==> src/rtl/if_fetch_unit_if.sv <==
// rtl/if_fetch_unit_if.sv - instruction memory req/ack fetch bus
interface if_fetch_unit_if;
    logic        imem_req;
    logic [31:0] imem_addr;
    logic        imem_ack;
    logic [31:0] imem_rdata;

    modport master (
        output imem_req,
        output imem_addr,
        input  imem_ack,
        input  imem_rdata
    );

    modport slave (
        input  imem_req,
        input  imem_addr,
        output imem_ack,
        output imem_rdata
    );
endinterface

==> src/rtl/if_fetch_unit.sv <==
// rtl/if_fetch_unit.sv - fetch stage: owns PC, fetches words, feeds IF/ID
module if_fetch_unit #(
    parameter logic [31:0] RESET_PC = 32'h0000_0000,
    parameter logic [31:0] NOP_INSN = 32'h0000_0013
) (
    input  logic                   clk,
    input  logic                   rst,
    input  logic                   stall_in,
    input  logic                   redirect_valid,
    input  logic [31:0]            redirect_pc,
    if_fetch_unit_if.master        imem,
    output logic [31:0]            ins_out,
    output logic [31:0]            pc_4_out,
    output logic                   if_id_reg_ctrl
);

    typedef enum logic [1:0] {
        IDLE  = 2'd0,
        REQ   = 2'd1,
        HOLD  = 2'd2,
        DRAIN = 2'd3
    } state_t;

    state_t      state, state_nx;
    logic [31:0] pc, pc_nx;
    logic [31:0] addr_q, addr_nx;
    logic        req_q, req_nx;
    logic [31:0] ins_q, ins_nx;
    logic [31:0] pc4_q, pc4_nx;
    logic        ctrl_q, ctrl_nx;
    logic [31:0] tgt;
    logic [31:0] pc_plus4;

    assign tgt      = redirect_pc & ~32'd3;
    assign pc_plus4 = pc + 32'd4;

    always_ff @(posedge clk or posedge rst) begin
        if (rst) begin
            state <= IDLE;
        end else begin
            state <= state_nx;
        end
    end

    always_comb begin
        state_nx = state;
        case (state)
            IDLE:  state_nx = REQ;
            REQ: begin
                if (redirect_valid) begin
                    state_nx = imem.imem_ack ? REQ : DRAIN;
                end else if (imem.imem_ack) begin
                    state_nx = stall_in ? HOLD : REQ;
                end
            end
            HOLD: begin
                if (redirect_valid || !stall_in) begin
                    state_nx = REQ;
                end
            end
            // An ack closes the abandoned request even if another redirect lands on the same edge.
            DRAIN: begin
                if (imem.imem_ack) begin
                    state_nx = REQ;
                end
            end
            default: state_nx = IDLE;
        endcase
    end

    always_comb begin
        pc_nx   = pc;
        req_nx  = req_q;
        ins_nx  = ins_q;
        pc4_nx  = pc4_q;
        ctrl_nx = 1'b0;
        if (state != IDLE && redirect_valid) begin
            pc_nx   = tgt;
            ins_nx  = NOP_INSN;
            pc4_nx  = tgt;
            ctrl_nx = 1'b1;
        end
        case (state)
            IDLE: req_nx = 1'b1;
            REQ: begin
                if (!redirect_valid && imem.imem_ack) begin
                    ins_nx  = imem.imem_rdata;
                    pc4_nx  = pc_plus4;
                    pc_nx   = pc_plus4;
                    ctrl_nx = !stall_in;
                    req_nx  = !stall_in;
                end
            end
            HOLD: begin
                if (redirect_valid || !stall_in) begin
                    req_nx  = 1'b1;
                    ctrl_nx = 1'b1;
                end
            end
            default: ;
        endcase
        // While draining, the bus keeps the abandoned address until memory acks it.
        addr_nx = (state_nx == DRAIN) ? addr_q : pc_nx;
    end

    always_ff @(posedge clk or posedge rst) begin
        if (rst) begin
            pc     <= RESET_PC;
            addr_q <= RESET_PC;
            req_q  <= 1'b0;
            ins_q  <= NOP_INSN;
            pc4_q  <= 32'd0;
            ctrl_q <= 1'b0;
        end else begin
            pc     <= pc_nx;
            addr_q <= addr_nx;
            req_q  <= req_nx;
            ins_q  <= ins_nx;
            pc4_q  <= pc4_nx;
            ctrl_q <= ctrl_nx;
        end
    end

    assign imem.imem_req  = req_q;
    assign imem.imem_addr = addr_q;
    assign ins_out        = ins_q;
    assign pc_4_out       = pc4_q;
    assign if_id_reg_ctrl = ctrl_q;

endmodule

==> src/flat_wrapper.sv <==
// flat-port wrapper written by rule: the top's interface ports become plain ports
module if_fetch_unit_flat 
#(
    parameter logic [31:0] RESET_PC = 32'h0000_0000,
    parameter logic [31:0] NOP_INSN = 32'h0000_0013
)
  (clk, rst, stall_in, redirect_valid, redirect_pc, ins_out, pc_4_out, if_id_reg_ctrl, imem_imem_req, imem_imem_addr, imem_imem_ack, imem_imem_rdata);
  if_fetch_unit_if imem_i ();
  input  logic clk;
  input  logic rst;
  input  logic stall_in;
  input  logic redirect_valid;
  input  logic [31:0] redirect_pc;
  output logic [31:0] ins_out;
  output logic [31:0] pc_4_out;
  output logic if_id_reg_ctrl;
  output wire logic [$bits(imem_i.imem_req)-1:0] imem_imem_req;
  output wire logic [$bits(imem_i.imem_addr)-1:0] imem_imem_addr;
  input wire logic [$bits(imem_i.imem_ack)-1:0] imem_imem_ack;
  input wire logic [$bits(imem_i.imem_rdata)-1:0] imem_imem_rdata;
  assign imem_imem_req = imem_i.imem_req;
  assign imem_imem_addr = imem_i.imem_addr;
  assign imem_i.imem_ack = imem_imem_ack;
  assign imem_i.imem_rdata = imem_imem_rdata;
  if_fetch_unit #(.RESET_PC(RESET_PC), .NOP_INSN(NOP_INSN)) u_core (.clk(clk), .rst(rst), .stall_in(stall_in), .redirect_valid(redirect_valid), .redirect_pc(redirect_pc), .imem(imem_i), .ins_out(ins_out), .pc_4_out(pc_4_out), .if_id_reg_ctrl(if_id_reg_ctrl));
endmodule
==> config.mk <==
export PLATFORM = sky130hd
export DESIGN_NAME = if_fetch_unit_flat
export DESIGN_NICKNAME = d
export VERILOG_FILES = /design/src/rtl/if_fetch_unit_if.sv /design/src/rtl/if_fetch_unit.sv /design/src/flat_wrapper.sv
export SDC_FILE = /design/constraint.sdc
export NUM_CORES = 1
export LEC_CHECK = 0
export ABC_AREA = 0
export BUFFER_PORTS_ARGS = -buffer_cell sky130_fd_sc_hd__buf_2
export CAP_MARGIN = 30
export CORE_ASPECT_RATIO = 1.75
export CORE_MARGIN = 2
export CORE_UTILIZATION = 30
export CTS_CLUSTER_SIZE = 8
export DETAILED_ROUTE_END_ITERATION = 6
export HOLD_SLACK_MARGIN = 0.1
export SLEW_MARGIN = 10
export SYNTH_ARGS = -nofsm -noshare
export SYNTH_HDL_FRONTEND = slang
export SYNTH_SLANG_ARGS = --single-unit
export TNS_END_PERCENT = 10
==> constraint.sdc <==
create_clock -name clk -period 4 [get_ports clk]
set_input_delay 0.8 -clock clk [delete_from_list [all_inputs] [get_ports clk]]
set_output_delay 0.8 -clock clk [all_outputs]
set_load 0.005 [all_outputs]
==> results.sh <==
export IMPL_outcome="finished, final reports clean"
export IMPL_synthTopCellsByArea="dfrtp_1 50%, nand2_1 9.2%, nand3_1 3.6%"
export IMPL_synth_async_reset_ratio_pct=100
export IMPL_synthXorXnorAreaFrac_pct=2.71
export IMPL_peakVddDrop_mv=0.326
export IMPL_finalClockSkew_ps=11.8
export IMPL_postSynthCellCount=703
export IMPL_synth_area_per_cell_um2=9.19
export IMPL_tns_ps=0
export IMPL_dr_pass1_iters=5
export IMPL_synthAdderAreaFrac_pct=1.16
export IMPL_num_vias=5767
export IMPL_die_w_um=115
export IMPL_wl_mm=19.2
export IMPL_final_nets=923
export IMPL_maxSlewViolCount=0
export IMPL_antenna_found_initial=0
export IMPL_slowest_delay_ps=810
export IMPL_crit_type="flop to flop"
export IMPL_synth_seq_cells=132
export IMPL_ys_warn_count=0
export IMPL_port_buffers=164
export IMPL_n_antenna_cell=0
export IMPL_io_pins=167
export IMPL_cp_top_family="simple AND/OR/NAND/NOR gates"
export IMPL_synth_most_common_cell="nand2_1"
export IMPL_core_area_um2=21300
export IMPL_cts_max_level=4
export IMPL_critPathArrivalTime_ps=3290
export IMPL_drv_cap=0
export IMPL_grt_pass1_wl_mm=30.5
export IMPL_ctsResizeCount=0
export IMPL_ant_nets=0
export IMPL_post_cts_hold_buffer_count=0
export IMPL_synth_top_cell_area_share_pct=50.0
export IMPL_hold_viol_final=0
export IMPL_cts_buffer_depth=2
export IMPL_clock_latency_ps=430
export IMPL_synth_edf_count=0
export IMPL_crit_buf_inv=0
export IMPL_synth_top_cell_by_area="dfrtp_1"
export IMPL_fin_crit_sh_pct=73.2
export IMPL_min_period_ps=2930
export IMPL_syn_nets=778
export IMPL_tritoncts_num_sinks=132
export IMPL_endpoint_kind="flop"
export IMPL_muxShareOfSynthArea_pct=3.64
export IMPL_overflow=0
export IMPL_cts_root_buf="clkbuf_16"
export IMPL_initial_core_util_pct=30.3
export IMPL_startpoint="u_core.pc[2]"
export IMPL_synth_top_family_by_area="simple AND/OR/NAND/NOR gates"
export IMPL_cp_slowest_cell="or4_1"
export IMPL_synth_compound_area_share_pct=12.5
export IMPL_wl_per_cell_um=17.2
export IMPL_cts_tree="done"
export IMPL_required_ps=4360
export IMPL_die_area_um2=22800
export IMPL_rrSetupSlack_ps=1070
export IMPL_worst_r2r_path_depth=6
export IMPL_synth_cell_types=56
export IMPL_post_place_ws_ps=1130
export IMPL_route_detailed_drc=0
export IMPL_crit_end="u_core.imem.imem_addr[28]"
export IMPL_fin_ws_ps=1070
export IMPL_r2r_start="u_core.pc[2]"
export IMPL_rsz0062_at_grt="false"
export IMPL_rows=71
export IMPL_post_dp_hpwl_mm=13.2
export IMPL_cp_depth=6
export IMPL_critPathMaxFanout=9
export IMPL_gr_usage_all_layers_pct=17.3
export IMPL_grt_pass1_vias=5912
export IMPL_r2r_end="u_core.imem.imem_addr[28]"
export IMPL_grt_max_degree=83
export IMPL_setup_violations=0
export IMPL_hold_path_class="flop to flop"
export IMPL_slew_headroom_pct=33.9
export IMPL_start_kind="flop"
export IMPL_drt_vias_per_instance=5.17
export IMPL_syn_area_um2=6460
export IMPL_p_leak_nw=3.81
export IMPL_area_growth_synth_to_final_pct=26.3
export IMPL_die_h_um=198
export IMPL_synth_top_flop_cell="dfrtp_1"
export IMPL_cts_setup_buffers=0
export IMPL_first_iter_violations=215
export IMPL_gp_congestion=0.756
export IMPL_seq_area_frac_synth_pct=51.2
export IMPL_yosys_area_share_simple_pct=25.3
export IMPL_synth_common_cells="159 x nand2_1, 129 x dfrtp_1, 48 x nor2_1, 47 x nand3_1, 36 x clkbuf_1"
export IMPL_p_per_area_nw_per_um2=771
export IMPL_max_clock_freq_ghz=0.341
export IMPL_path_cells="ha_1 > nand3_2 > or4_1 > nor4_1 > a211o_1 > mux2_2"
export IMPL_final_layout_size_suffix_gt1_share_pct=29.0
export IMPL_cts_buffers=17
export IMPL_clk_pin_slew_ps=60
export IMPL_worst_pin_slew_ps=983
[worst min-delay path by stage]
stage / from / endpoint / slack (ps) / cells after the start
after floorplan: u_core.pc[0] / u_core.pc_4_out[0] / 430 / 2
after global routing: u_core.pc[0] / u_core.pc_4_out[0] / 480 / 2
after global placement: u_core.pc[0] / u_core.pc_4_out[0] / 440 / 2
after CTS: u_core.pc[1] / u_core.pc_4_out[1] / 460 / 2
after detailed placement: u_core.pc[1] / u_core.pc_4_out[1] / 450 / 2
final: u_core.pc[1] / u_core.pc_4_out[1] / 460 / 2
[worst register-to-register path: stages (launching register included)]
cell and delay, ps:
dfrtp_1 480, ha_1 300, nand3_2 230, or4_1 810, nor4_1 650, a211o_1 260
mux2_2 150
[layout make-up]
class / count / area [um2]
Multi-Input combinational cell: 514 / 2950
Timing Repair Buffer: 177 / 941
Fill cell: 2178 / 13200
Sequential cell: 132 / 3310
Clock inverter: 13 / 158
Inverter: 6 / 26.3
Clock buffer: 19 / 453
Tap cell: 255 / 319
[layer usage]
layer / track usage [%] / wire [um] / vias to the layer above
met2: 31.4 / 10300 / 169
li1: - / - / 2760
met3: 4.25 / 949 / 46
met1: 18.2 / 7190 / 2792
met4: 9.15 / 797 / 0
met5: 0 / 0 / -
[registers in the layout, summed over array words and instances (netlist names)]
signal / cells
u_core.imem.imem_req: 1
u_core.pc_4_out: 32
u_core.ins_out: 32
u_core.if_id_reg_ctrl: 1
u_core.pc: 32
u_core.imem.imem_addr: 32
u_core.state: 2
[cells by family after synthesis]
family	count (synthesis)
AOI/OAI and AO/OA	122
DFF	132
adders and majority gates	6
and+or+nand+nor	345
buffers and inverters	57
muxes	21
xor gates and xnor gates	20
[through the flow]
| step | area, um2 | total power [W] | utilization [%] | hold slack [ps] | std cells |
|---|---|---|---|---|---|
| 2_1_floorplan | 6460 | 0.00374 | - | 430 | 703 |
| 3_3_place_gp | 7540 | 0.00464 | 35.4 | 443 | 1083 |
| 3_5_place_dp | 7540 | 0.00469 | 35.4 | 454 | 1083 |
| 4_1_cts | 8150 | 0.00635 | 38.2 | 462 | 1115 |
| 5_1_grt | 8160 | 0.00674 | 38.3 | 483 | 1116 |
| 6_report | 8160 | 0.00629 | 38.3 | 464 | 1116 |
[cell usage in the layout (no fill, tap or decap), types with 5 or more instances in the layout]
cell and instances:
buf_2 164, nand2_1 159, dfrtp_1 129, nor2_1 48, nand3_1 47, a21oi_1 32
o21ai_0 20, and3_1 20, mux2_2 20, nor3_1 19, clkbuf_16 17, a31oi_1 15
xnor2_1 13, o31ai_1 11, buf_4 10, nand4_1 7, xor2_1 7, o22ai_1 7
or3_1 6, ha_1 6, inv_1 5, and2_1 5, clkinvlp_4 5, o41ai_1 5
[power breakdown]
group / switching [W] / total [W] / internal [W]
sequential: 0.000493 / 0.00242 / 0.00193
clock: 0.000620 / 0.00163 / 0.00101
combinational: 0.00125 / 0.00224 / 0.000986
(Power assumes the default switching activity.)
